### src/rtl/div_ctrl.sv
// Sequencing controller for an iterative 32-bit divider; owns the
// architectural HI/LO registers and a watchdog on the iterate phase.
module div_ctrl (
  input  logic        Clock,
  input  logic        Reset,
  input  logic        Start,
  input  logic [1:0]  DivtoControl,
  input  logic [31:0] DivHi,
  input  logic [31:0] DivLo,
  input  logic [31:0] MtWrData,
  input  logic        MtHi,
  input  logic        MtLo,
  output logic [1:0]  DivState,
  output logic        Busy,
  output logic        Done,
  output logic        DivZero,
  output logic        Timeout,
  output logic [31:0] HiOut,
  output logic [31:0] LoOut
);

  typedef enum logic [2:0] {
    S_IDLE, S_CHECK, S_EVAL, S_INIT, S_ITER, S_FINAL, S_WRITE
  } state_t;

  localparam logic [1:0] ST_OK   = 2'b01;
  localparam logic [1:0] ST_ZERO = 2'b10;
  localparam logic [5:0] WD_MAX  = 6'd40;

  state_t      r_state;
  logic [5:0]  r_wd;
  logic        r_done, r_divzero, r_timeout;
  logic [31:0] r_hi, r_lo;

  logic [5:0]  w_wd_inc;
  logic        w_fin;

  assign w_wd_inc = r_wd + 6'd1;
  // Finalize is issued in the same cycle the divider reports completion,
  // so the divider never sees an extra iterate edge.
  assign w_fin    = (r_state == S_ITER) && (DivtoControl == ST_OK);

  always_comb begin
    DivState = 2'b00;
    case (r_state)
      S_INIT:  DivState = 2'b01;
      S_ITER:  DivState = w_fin ? 2'b11 : 2'b10;
      S_FINAL: DivState = 2'b11;
      default: DivState = 2'b00;
    endcase
  end

  always_ff @(posedge Clock or posedge Reset) begin
    if (Reset) begin
      r_state   <= S_IDLE;
      r_wd      <= 6'd0;
      r_done    <= 1'b0;
      r_divzero <= 1'b0;
      r_timeout <= 1'b0;
      r_hi      <= 32'd0;
      r_lo      <= 32'd0;
    end else begin
      r_done    <= 1'b0;
      r_divzero <= 1'b0;
      r_timeout <= 1'b0;

      // A divider result being committed takes priority over move-to writes.
      if (r_state == S_WRITE) begin
        r_hi <= DivHi;
        r_lo <= DivLo;
      end else begin
        if (MtHi) r_hi <= MtWrData;
        if (MtLo) r_lo <= MtWrData;
      end

      case (r_state)
        S_IDLE:  if (Start) r_state <= S_CHECK;
        S_CHECK: r_state <= S_EVAL;
        S_EVAL: begin
          if (DivtoControl == ST_ZERO) begin
            r_state   <= S_IDLE;
            r_divzero <= 1'b1;
          end else begin
            r_state <= S_INIT;
          end
        end
        S_INIT: begin
          r_state <= S_ITER;
          r_wd    <= 6'd0;
        end
        S_ITER: begin
          r_wd <= w_wd_inc;
          if (w_fin) begin
            r_state <= S_WRITE;
          end else if (w_wd_inc == WD_MAX) begin
            r_state   <= S_IDLE;
            r_timeout <= 1'b1;
          end
        end
        S_FINAL: r_state <= S_WRITE;
        S_WRITE: begin
          r_state <= S_IDLE;
          r_done  <= 1'b1;
        end
        default: r_state <= S_IDLE;
      endcase
    end
  end

  assign Busy    = (r_state != S_IDLE);
  assign Done    = r_done;
  assign DivZero = r_divzero;
  assign Timeout = r_timeout;
  assign HiOut   = r_hi;
  assign LoOut   = r_lo;

endmodule
### config.mk
export PLATFORM = sky130hd
export DESIGN_NAME = div_ctrl
export DESIGN_NICKNAME = d
export VERILOG_FILES = /design/src/rtl/div_ctrl.sv
export SDC_FILE = /design/constraint.sdc
export NUM_CORES = 1
export LEC_CHECK = 0
export CAP_MARGIN = 20
export CORE_MARGIN = 2
export CORE_UTILIZATION = 40
export DETAILED_ROUTE_END_ITERATION = 8
export PLACE_DENSITY = 0.89
export SETUP_SLACK_MARGIN = 0.15
export SYNTH_ARGS = -nofsm -noshare
export SYNTH_HDL_FRONTEND = slang
export SYNTH_SLANG_ARGS = --single-unit
### constraint.sdc
create_clock -name Clock -period 2.7 [get_ports Clock]
set_input_delay 0.54 -clock Clock [delete_from_list [all_inputs] [get_ports Clock]]
set_output_delay 0.54 -clock Clock [all_outputs]
set_load 0.1 [all_outputs]
# Word-level counts from Yosys, hierarchy flattened
# Cells that the tools add are included.
# totals
output_inout_bits	70
register_bits	76
word_cells	44
input_bits	103
# op_classes
reduce_logical	7
eq_ne	11
n_mux	18
addsub	1
# ops
op	count
$mux 32	4
$pmux 3 s6	1
$pmux 6 s2	1
$eq 3x3->1 const B	3
$mux 3	3
$mux 1	7
$add 6x1->6 const B	1
$eq 3x2->1 const B	2
$eq 6x6->1 const B	1
$pmux 2 s3	1
$reduce_bool 2->1	3
$eq 3x1->1 const B	1
$logic_not 3->1	1
$ne 3x2->1 const B	1
$reduce_bool 3->1	1
$eq 2x1->1 const B	1
$eq 2x2->1 const B	1
$mux 2	1
$ne 2x2->1 const B	1
$reduce_and 2->1	1
$logic_and 1x1->1	1

# Logic depth before layout (Yosys ltp)
# Gate-level depths: netlist (run 1).
# depth
depth_word	5
depth_mapped	8

# Least setup slack after synthesis (run 1)
# Ideal clock, no wire load.
# synth_timing
kind	reg2out
startpoint	reg r_state[1]
endpoint	out DivState[0]
t_arrival_ns	2.005
stages_incl_launch_ff	6
path_buffers	2
required_ns	2.160
path_slack_ns	0.155
path_cell_list	dfrtp_1 > buf_4 > nor2b_1 > buf_2 > nand2b_1 > a22o_1
# synth_via
elab_chain_cells	4
elab_cells_between_ends	6
cone_classes	eq/ne: 3; mux: 2; reduce/logical: 1
# synth_lines
item	line	rtl
start: declaration	30	state_t r_state;
start signal: assignment	55	r_state <= S_IDLE;
start signal: assignment	77	S_IDLE: if (Start) r_state <= S_CHECK;
start signal: assignment	78	S_CHECK: r_state <= S_EVAL;
$eq 3x3->1	41, 45	
$logic_and 1x1->1	41	assign w_fin = (r_state == S_ITER) && (DivtoControl == ST_OK);
$mux 1	47	S_ITER: DivState = w_fin ? 2'b11 : 2'b10;
$pmux 2 s3 *	45	case (r_state)
end: declaration	13	output logic [1:0] DivState,
# Mark *: on every way between the ends. The rest lies on a longest branch, timed or not.

# Worst setup path in the final report (run 1)
# layout_timing
startpoint	in DivtoControl[0]
endpoint	out DivState[0]
# layout_via
elab_chain_cells	4
# layout_lines
item	line	rtl
start: declaration	7	input logic [1:0] DivtoControl,
$eq 2x1->1	41	
$logic_and 1x1->1	41	
$mux 1	47	
$pmux 2 s3	45	
# Every way passes these cells.

==> results_dict.tcl, run 1 <==
set metrics [dict create \
    cts_buffers 9 \
    synth_top_area_share_pct 53.69 \
    netlist_area_um2 3542 \
    synthToLayoutAreaGrowth_pct 51.89 \
    routabilityCongestion 0.8563 \
    avgSynthCellArea_um2 10.30 \
    synthTopCellsByArea "dfrtp_1 54%, mux2i_1 18%, o21ai_0 9.0%, nand2_1 7.7%, buf_2 2.1%" \
    drt_iter0_markers 85 \
    grt.total_usage_pct 20.67 \
    vias_per_cell 5.089 \
    grt_pass1_vias 3291 \
    required_ps 2160 \
    fmax_mhz 431.9 \
    worstHoldPathType "input port to async pin" \
    min_period_over_period_pct 85.75 \
    clk_pin_slew_ps 90 \
    critPathLaunchType "input port" \
    vdd_drop_max_mv 0.7012 \
    start_util_pct 41.02 \
    yosys.area.top_type "dfrtp_1" \
    ant_nets 0 \
    ys_ff_latch 76 \
    rows 34 \
    postSynthCellCount 344 \
    cp.arrival_ps 1780 \
    mostFrequentLayoutCell "clkdlybuf4s50_1" \
    worstRegToRegCells 4 \
    ys_warn_count 0 \
    grt_pass1_wl_mm 16.06 \
    path_class "input port to output port" \
    syn-num-nets 448 \
    rsz0062_at_grt "no" \
    final.setup.tns_ps 0 \
    clk_path_buf_depth 2 \
    cts_tree "built" \
    nets 612 \
    hpwl_mm 7.264 \
    worst_pin_slew_ps 684.4 \
    async_flop_share_pct 100.0 \
    endpoint_kind "output port" \
    grt_remaining_overflow 0 \
    slew_viol_final 0 \
    htree_levels 3 \
    wl_per_cell_um 15.72 \
    r2r_slack_ps 990 \
    relSlewSlack_pct 54.37 \
    die_w_um 98.10 \
    port_buffers 172 \
    synth-edff-count 0 \
    dieArea_um2 9624 \
    timing.rr.start "r_state[1]" \
    max-cap-violations 0 \
    cts.sinks 76 \
    drt-pass1-iter-count 4 \
    grt_start_max_net_pins 86 \
    root_buffer "clkbuf_8" \
    setup_viol 0 \
    yosysSeqAreaShare_pct 53.69 \
    p_per_area_nw_per_um2 1230 \
    synth_ff_type "dfrtp_1" \
    diodes 0 \
    hold_slack_ps 506.4 \
    fin_crit_ps 2315 \
    clock_skew_ps 11.43 \
    status "finished, final reports clean" \
    ios 173 \
    ys_types 31 \
    fp.dieH_um 98.10 \
    r2r_end "HiOut[28]" \
    drcViolationCount 0 \
    antenna_found_initial 0 \
    drt_wl_total_mm 9.760 \
    clkLatencyLatePin_ps 340 \
    drive_gt1_share_pct 18.91 \
    core_um2 8636 \
    hold_viol 0 \
    num_vias 3160 \
    p_leak_nw 2.398 \
    layout_common_cells "100 x clkdlybuf4s50_1, 76 x dfrtp_1, 73 x nand2_1" \
    path_max_fanout 4 \
]
## worst max path at each step
| stage | from | endpoint | slack [ps] | cells after the start |
|---|---|---|---|---|
| after floorplan | r_state[1] | DivState[0] | 160 | 5 |
| after global placement | DivtoControl[0] | DivState[0] | 420 | 4 |
| after CTS | r_state[1] | DivState[0] | 230 | 4 |
| after detailed placement | DivtoControl[0] | DivState[0] | 380 | 4 |
| after global routing | r_state[1] | DivState[0] | 290 | 4 |
| final | DivtoControl[0] | DivState[0] | 380 | 4 |
## worst max-delay path, stage by stage
cell and delay (ps):
clkdlybuf4s50_1 490, nor2b_1 270, a22o_1 280, buf_12 200
## flip-flops by register name, summed over array words and instances, names as in the netlist
register	cells
HiOut	32
LoOut	32
r_wd	6
r_state	3
DivZero	1
Done	1
Timeout	1
## cells by family (layout without fill, tap and decap cells)
group	Yosys count	in the layout	share of synthesized area (%)
AOI/OAI and AO/OA	84	84	13.18
adders and majority gates	1	1	0.3532
buffers and inverters	26	195	4.026
DFF	76	76	53.69
muxes	64	64	18.09
and+or+nand+nor	93	93	10.67
## layout make-up
type / instances / area, um2
clock inverter: 6 / 63.81
sequential: 76 / 1902
multi-input combinational: 242 / 1505
tap: 108 / 135.1
clock buffer: 10 / 137.6
inverter: 1 / 5.005
fill: 693 / 3256
timing repair buffer: 178 / 1632
## cell usage after synthesis, types with 3 or more instances
| master | n |
|---|---|
| buf_2 | 15 |
| a21oi_1 | 5 |
| clkbuf_1 | 3 |
| clkbuf_2 | 3 |
| dfrtp_1 | 76 |
| nand2_1 | 73 |
| nor2b_1 | 3 |
| nor2_1 | 7 |
| o21ai_0 | 64 |
| mux2i_1 | 64 |
## layer usage
layer / share of wire (%) / up-vias / GRT usage, %
met4: 0.14 / 0 / 4.915
met1: 41 / 1495 / 24.94
met2: 51 / 135 / 36.14
li1: - / 1528 / -
met5: 0 / - / 0
met3: 8.5 / 2 / 6.514
## power breakdown
part           total [W]  internal, W  leakage, nW  switching [W]
clock           0.000866     0.000450       0.0983       0.000415
sequential       0.00176      0.00149        0.914       0.000271
combinational    0.00399     0.000843         1.39        0.00314
## metrics by stage
step	cell area (um2)	total power, W	setup slack [ps]	util [%]	cells
5_1_grt	5380	0.006886	292.2	62.30	621
2_1_floorplan	3542	0.004819	155.1	-	344
4_1_cts	5378	0.006664	227.2	62.27	621
3_5_place_dp	5176	0.005785	376.5	59.94	605
3_3_place_gp	5176	0.005712	424.9	59.94	605
6_report	5380	0.006618	384.7	62.30	621
## what timing repair did
action                     CTS  global route
hold buffers                 0             0
buffers inserted             0             0
resized for setup            0             1
setup endpoints to repair    0             1
Note: power is estimated with default switching activity, not from simulation.
==> run 2: changes to the inputs <==
- clock period: 2.7 -> 2.6 ns (I/O delays scaled with it)
==> results_dict.tcl, run 2 (same netlist as run 1, synthesis figures left out) <==
set metrics [dict create \
    status "finished, final reports clean" \
    max-cap-violations 0 \
    dieArea_um2 9624 \
    p_sw_share_pct 56.86 \
    p_per_area_nw_per_um2 1289 \
    relSlewSlack_pct 55.84 \
    fin_crit_ps 2205 \
    ios 173 \
    drt_wl_total_mm 9.601 \
    num_vias 3174 \
    hold_viol 0 \
    critPathLaunchType "input port" \
    net-switching-power_w 0.003964 \
    drive_gt1_share_pct 18.71 \
    ant_nets 0 \
    fmax_mhz 453.5 \
    die_w_um 98.10 \
    root_buffer "clkbuf_8" \
    fp.dieH_um 98.10 \
    layout_common_cells "100 x clkdlybuf4s50_1, 76 x dfrtp_1, 73 x nand2_1" \
    grt.total_usage_pct 20.47 \
    r2r_end "HiOut[28]" \
    endpoint_kind "output port" \
    clock_skew_ps 9.995 \
    final.setup.tns_ps 0 \
    slew_viol_final 0 \
    whs_path_depth 1 \
    drt-pass1-iter-count 4 \
    setup_viol 0 \
    cp.arrival_ps 1690 \
    grt_start_max_net_pins 79 \
    wl_per_cell_um 15.46 \
    grt_pass1_wl_mm 16.12 \
    start_util_pct 41.02 \
    ctsResizeCount 0 \
    ctsHoldBuffers 0 \
    postLayoutCellArea_um2 5409 \
    rows 34 \
    vdd_drop_max_mv 0.7679 \
    slowest_delay_ps 480 \
    hpwl_mm 6.926 \
    htree_levels 3 \
    required_ps 2080 \
    min_period_over_period_pct 84.81 \
    post_cts_buffers 0 \
    clkLatencyLatePin_ps 340 \
    path_class "input port to output port" \
    routabilityCongestion 0.8020 \
    worstRegToRegCells 4 \
    crit_slowest_cell "clkdlybuf4s50_1" \
    core_um2 8636 \
    p_leak_nw 2.413 \
    worstHoldPathType "flop to flop" \
    path_max_fanout 4 \
    drt_iter0_markers 107 \
    cts_tree "built" \
    crit_end "DivState[0]" \
    clk_path_buf_depth 2 \
    diodes 0 \
    cts_buffers 9 \
    cts.sinks 76 \
    cp-startpoint "DivtoControl[0]" \
    vias_per_cell 5.111 \
    clk_pin_slew_ps 70 \
    drcViolationCount 0 \
    grt_remaining_overflow 0 \
    hold_slack_ps 521.7 \
    nets 612 \
    placedInstanceArea_um2 5192 \
    synthToLayoutAreaGrowth_pct 52.70 \
    mostFrequentLayoutCell "clkdlybuf4s50_1" \
    port_buffers 172 \
    cp_cell_sequence "clkdlybuf4s50_1, nor2b_1, a22o_2, buf_12" \
    p_int_w 0.003008 \
    r2r_slack_ps 900 \
    timing.rr.start "r_state[1]" \
    fin_total_pwr_w 0.006972 \
    pwr-share-clk_pct 14.2 \
    p_comb_share_pct 59.6 \
    rsz0062_at_grt "no" \
    grt_pass1_vias 3238 \
    worst_pin_slew_ps 662.4 \
    pwr-share-seq_pct 26.2 \
    num-fill-cells 712 \
    antenna_found_initial 0 \
]
[run 2: layer usage]
metal / wire length (um) / global-route usage, % / vias up
met5: 0 / 0 / -
met4: 124 / 6.303 / 0
met3: 742 / 5.082 / 13
met2: 4634 / 33.67 / 133
met1: 4100 / 26.84 / 1502
li1: - / - / 1526
[run 2: critical path: cells and delay by family]
| family | cells | cell delay, ps |
|---|---|---|
| buf+inv | 2 | 660 |
| simple gates | 1 | 260 |
| compound gates | 1 | 240 |
[run 2: final cells by class]
class                           count  area (um2)  share of cell area (%)
Clock buffer                       11       141.4                   2.614
Clock inverter                      5       75.07                   1.388
Inverter                            1       7.507                  0.1388
Multi-Input combinational cell    242        1504                   27.80
Sequential cell                    76        1902                   35.16
Tap cell                          108       135.1                   2.498
Timing Repair Buffer              178        1644                   30.40
[run 2: metrics by stage]
stage	instances	utilization, %	setup slack (ps)
after floorplan	344	-	373.6
after global placement	605	60.13	396.7
after detailed placement	605	60.13	386.8
after CTS	621	62.63	387.9
after global routing	621	62.63	301.7
final	621	62.63	395.0
[run 2: how the worst min path moves through the flow]
stage / startpoint / to / slack, ps
4_1_cts: r_wd[5] / r_wd[5] / 520
3_3_place_gp: r_wd[5] / r_wd[5] / 500
6_report: r_wd[5] / r_wd[5] / 520
2_1_floorplan: r_wd[5] / r_wd[5] / 480
3_5_place_dp: r_wd[5] / r_wd[5] / 510
5_1_grt: r_wd[5] / r_wd[5] / 560
[run 2: power by group through the flow]
stage | clock network (W) | registers [W] | logic (W)
after global placement | 0 | 0.00182 | 0.00413
after global routing | 0.00106 | 0.00189 | 0.00431
final | 0.000989 | 0.00183 | 0.00416
after floorplan | 0 | 0.00424 | 0.000768
after detailed placement | 0 | 0.00184 | 0.00418
after CTS | 0.00101 | 0.00183 | 0.00418
==> run 3: changes to the inputs <==
- clock period: 2.6 -> 2.15 ns (I/O delays scaled with it)
==> results_dict.tcl, run 3 (same netlist as run 1, synthesis figures left out) <==
set metrics [dict create \
    clock_skew_ps 15.42 \
    grt_start_max_net_pins 85 \
    wl_per_cell_um 15.37 \
    routabilityCongestion 0.7921 \
    synthToLayoutAreaGrowth_pct 53.59 \
    layout_common_cells "100 x clkdlybuf4s50_1, 73 x dfrtp_1, 73 x nand2_1" \
    num_vias 3185 \
    cts.sinks 76 \
    placedInstanceArea_um2 5220 \
    mostFrequentLayoutCell "clkdlybuf4s50_1" \
    nets 614 \
    htree_levels 3 \
    setup_viol 0 \
    worstHoldPathType "flop to flop" \
    cts_buffers 9 \
    hold_viol 0 \
    final.setup.tns_ps 0 \
    postLayoutCellArea_um2 5440 \
    drcViolationCount 0 \
    path_class "flop to output port" \
    vias_per_cell 5.112 \
    start_util_pct 41.02 \
    p_leak_nw 2.416 \
    ctsResizeCount 2 \
    root_buffer "clkbuf_8" \
    rows 34 \
    drt_wl_total_mm 9.577 \
    dieArea_um2 9624 \
    drt-pass1-iter-count 5 \
    clk_pin_slew_ps 90 \
    grt.total_usage_pct 20.11 \
    clkLatencyLatePin_ps 340 \
    antenna_found_initial 0 \
    die_w_um 98.10 \
    cp.arrival_ps 1520 \
    drive_gt1_share_pct 19.81 \
    grt_pass1_vias 3286 \
    rsz0062_at_grt "yes" \
    slew_viol_final 0 \
    ant_nets 0 \
    fmax_mhz 512.4 \
    status "finished, final reports clean" \
    p_per_area_nw_per_um2 1558 \
    hpwl_mm 6.947 \
    vdd_drop_max_mv 1.050 \
    path_max_fanout 9 \
    relSlewSlack_pct 66.15 \
    max-cap-violations 0 \
    ctsHoldBuffers 0 \
    fin_crit_ps 1952 \
    fp.dieH_um 98.10 \
    diodes 0 \
    endpoint_kind "output port" \
    min_period_over_period_pct 90.77 \
    grt_pass1_wl_mm 15.71 \
    critPathLaunchType "flop" \
    ios 173 \
    drt_iter0_markers 107 \
    clk_path_buf_depth 2 \
    grt_remaining_overflow 0 \
    post_cts_buffers 0 \
    port_buffers 172 \
    required_ps 1720 \
    worst_pin_slew_ps 507.7 \
    core_um2 8636 \
    cts_tree "built" \
]
run 3: metrics by stage:
stage | total power [W] | setup slack (ps) | util (%) | std cells | hold WS [ps]
floorplan | 0.006054 | 13.60 | - | 344 | 478.3
global placement | 0.007246 | 237.7 | 60.45 | 607 | 511.2
detailed placement | 0.007334 | 207.9 | 60.45 | 607 | 522.7
CTS | 0.008538 | 165.3 | 62.97 | 623 | 538.4
global route | 0.008821 | 126.6 | 63.00 | 623 | 567.8
finish | 0.008474 | 198.4 | 63.00 | 623 | 542.1
run 3: path summary, 6_finish.rpt:
check | slack (ps) | depth (start not counted) | end | from
max | 200 | 4 | DivState[0] | r_state[2]
min | 540 | 1 | r_wd[5] | r_wd[5]
max reg2reg | 740 | 4 | LoOut[2] | r_state[1]
min reg2reg | 540 | 1 | r_wd[5] | r_wd[5]
max in group asynchronous | 1180 | 3 | r_state[0] | Reset
min in group asynchronous | 570 | 3 | LoOut[21] | Reset
run 3: critical path, cell delays in order, from the launching register on:
cell,delay (ps)
dfrtp_2,460
nor2b_1,170
nand2b_1,140
a22o_2,240
buf_12,170
run 3: final cells by class:
cell class / count / area (um2)
Tap cell: 108 / 135.1
Timing Repair Buffer: 180 / 1672
Inverter: 1 / 7.507
Clock buffer: 10 / 127.6
Clock inverter: 6 / 86.33
Fill cell: 707 / 3196
Multi-Input combinational cell: 242 / 1506
Sequential cell: 76 / 1906
run 3: power breakdown:
part / internal (W) / total (W) / switching, W
sequential: 0.00188 / 0.00222 / 0.000339
combinational: 0.00112 / 0.00508 / 0.00395
clock: 0.000654 / 0.00118 / 0.000521
total: 0.00366 / 0.00847 / 0.00481
run 3: routing by layer:
metal | track usage (%) | vias up | routed length [um]
li1 | - | 1528 | -
met1 | 25.14 | 1506 | 3997
met2 | 33.67 | 136 | 4659
met3 | 5.225 | 15 | 741
met4 | 7.479 | 0 | 179
met5 | 0 | - | 0
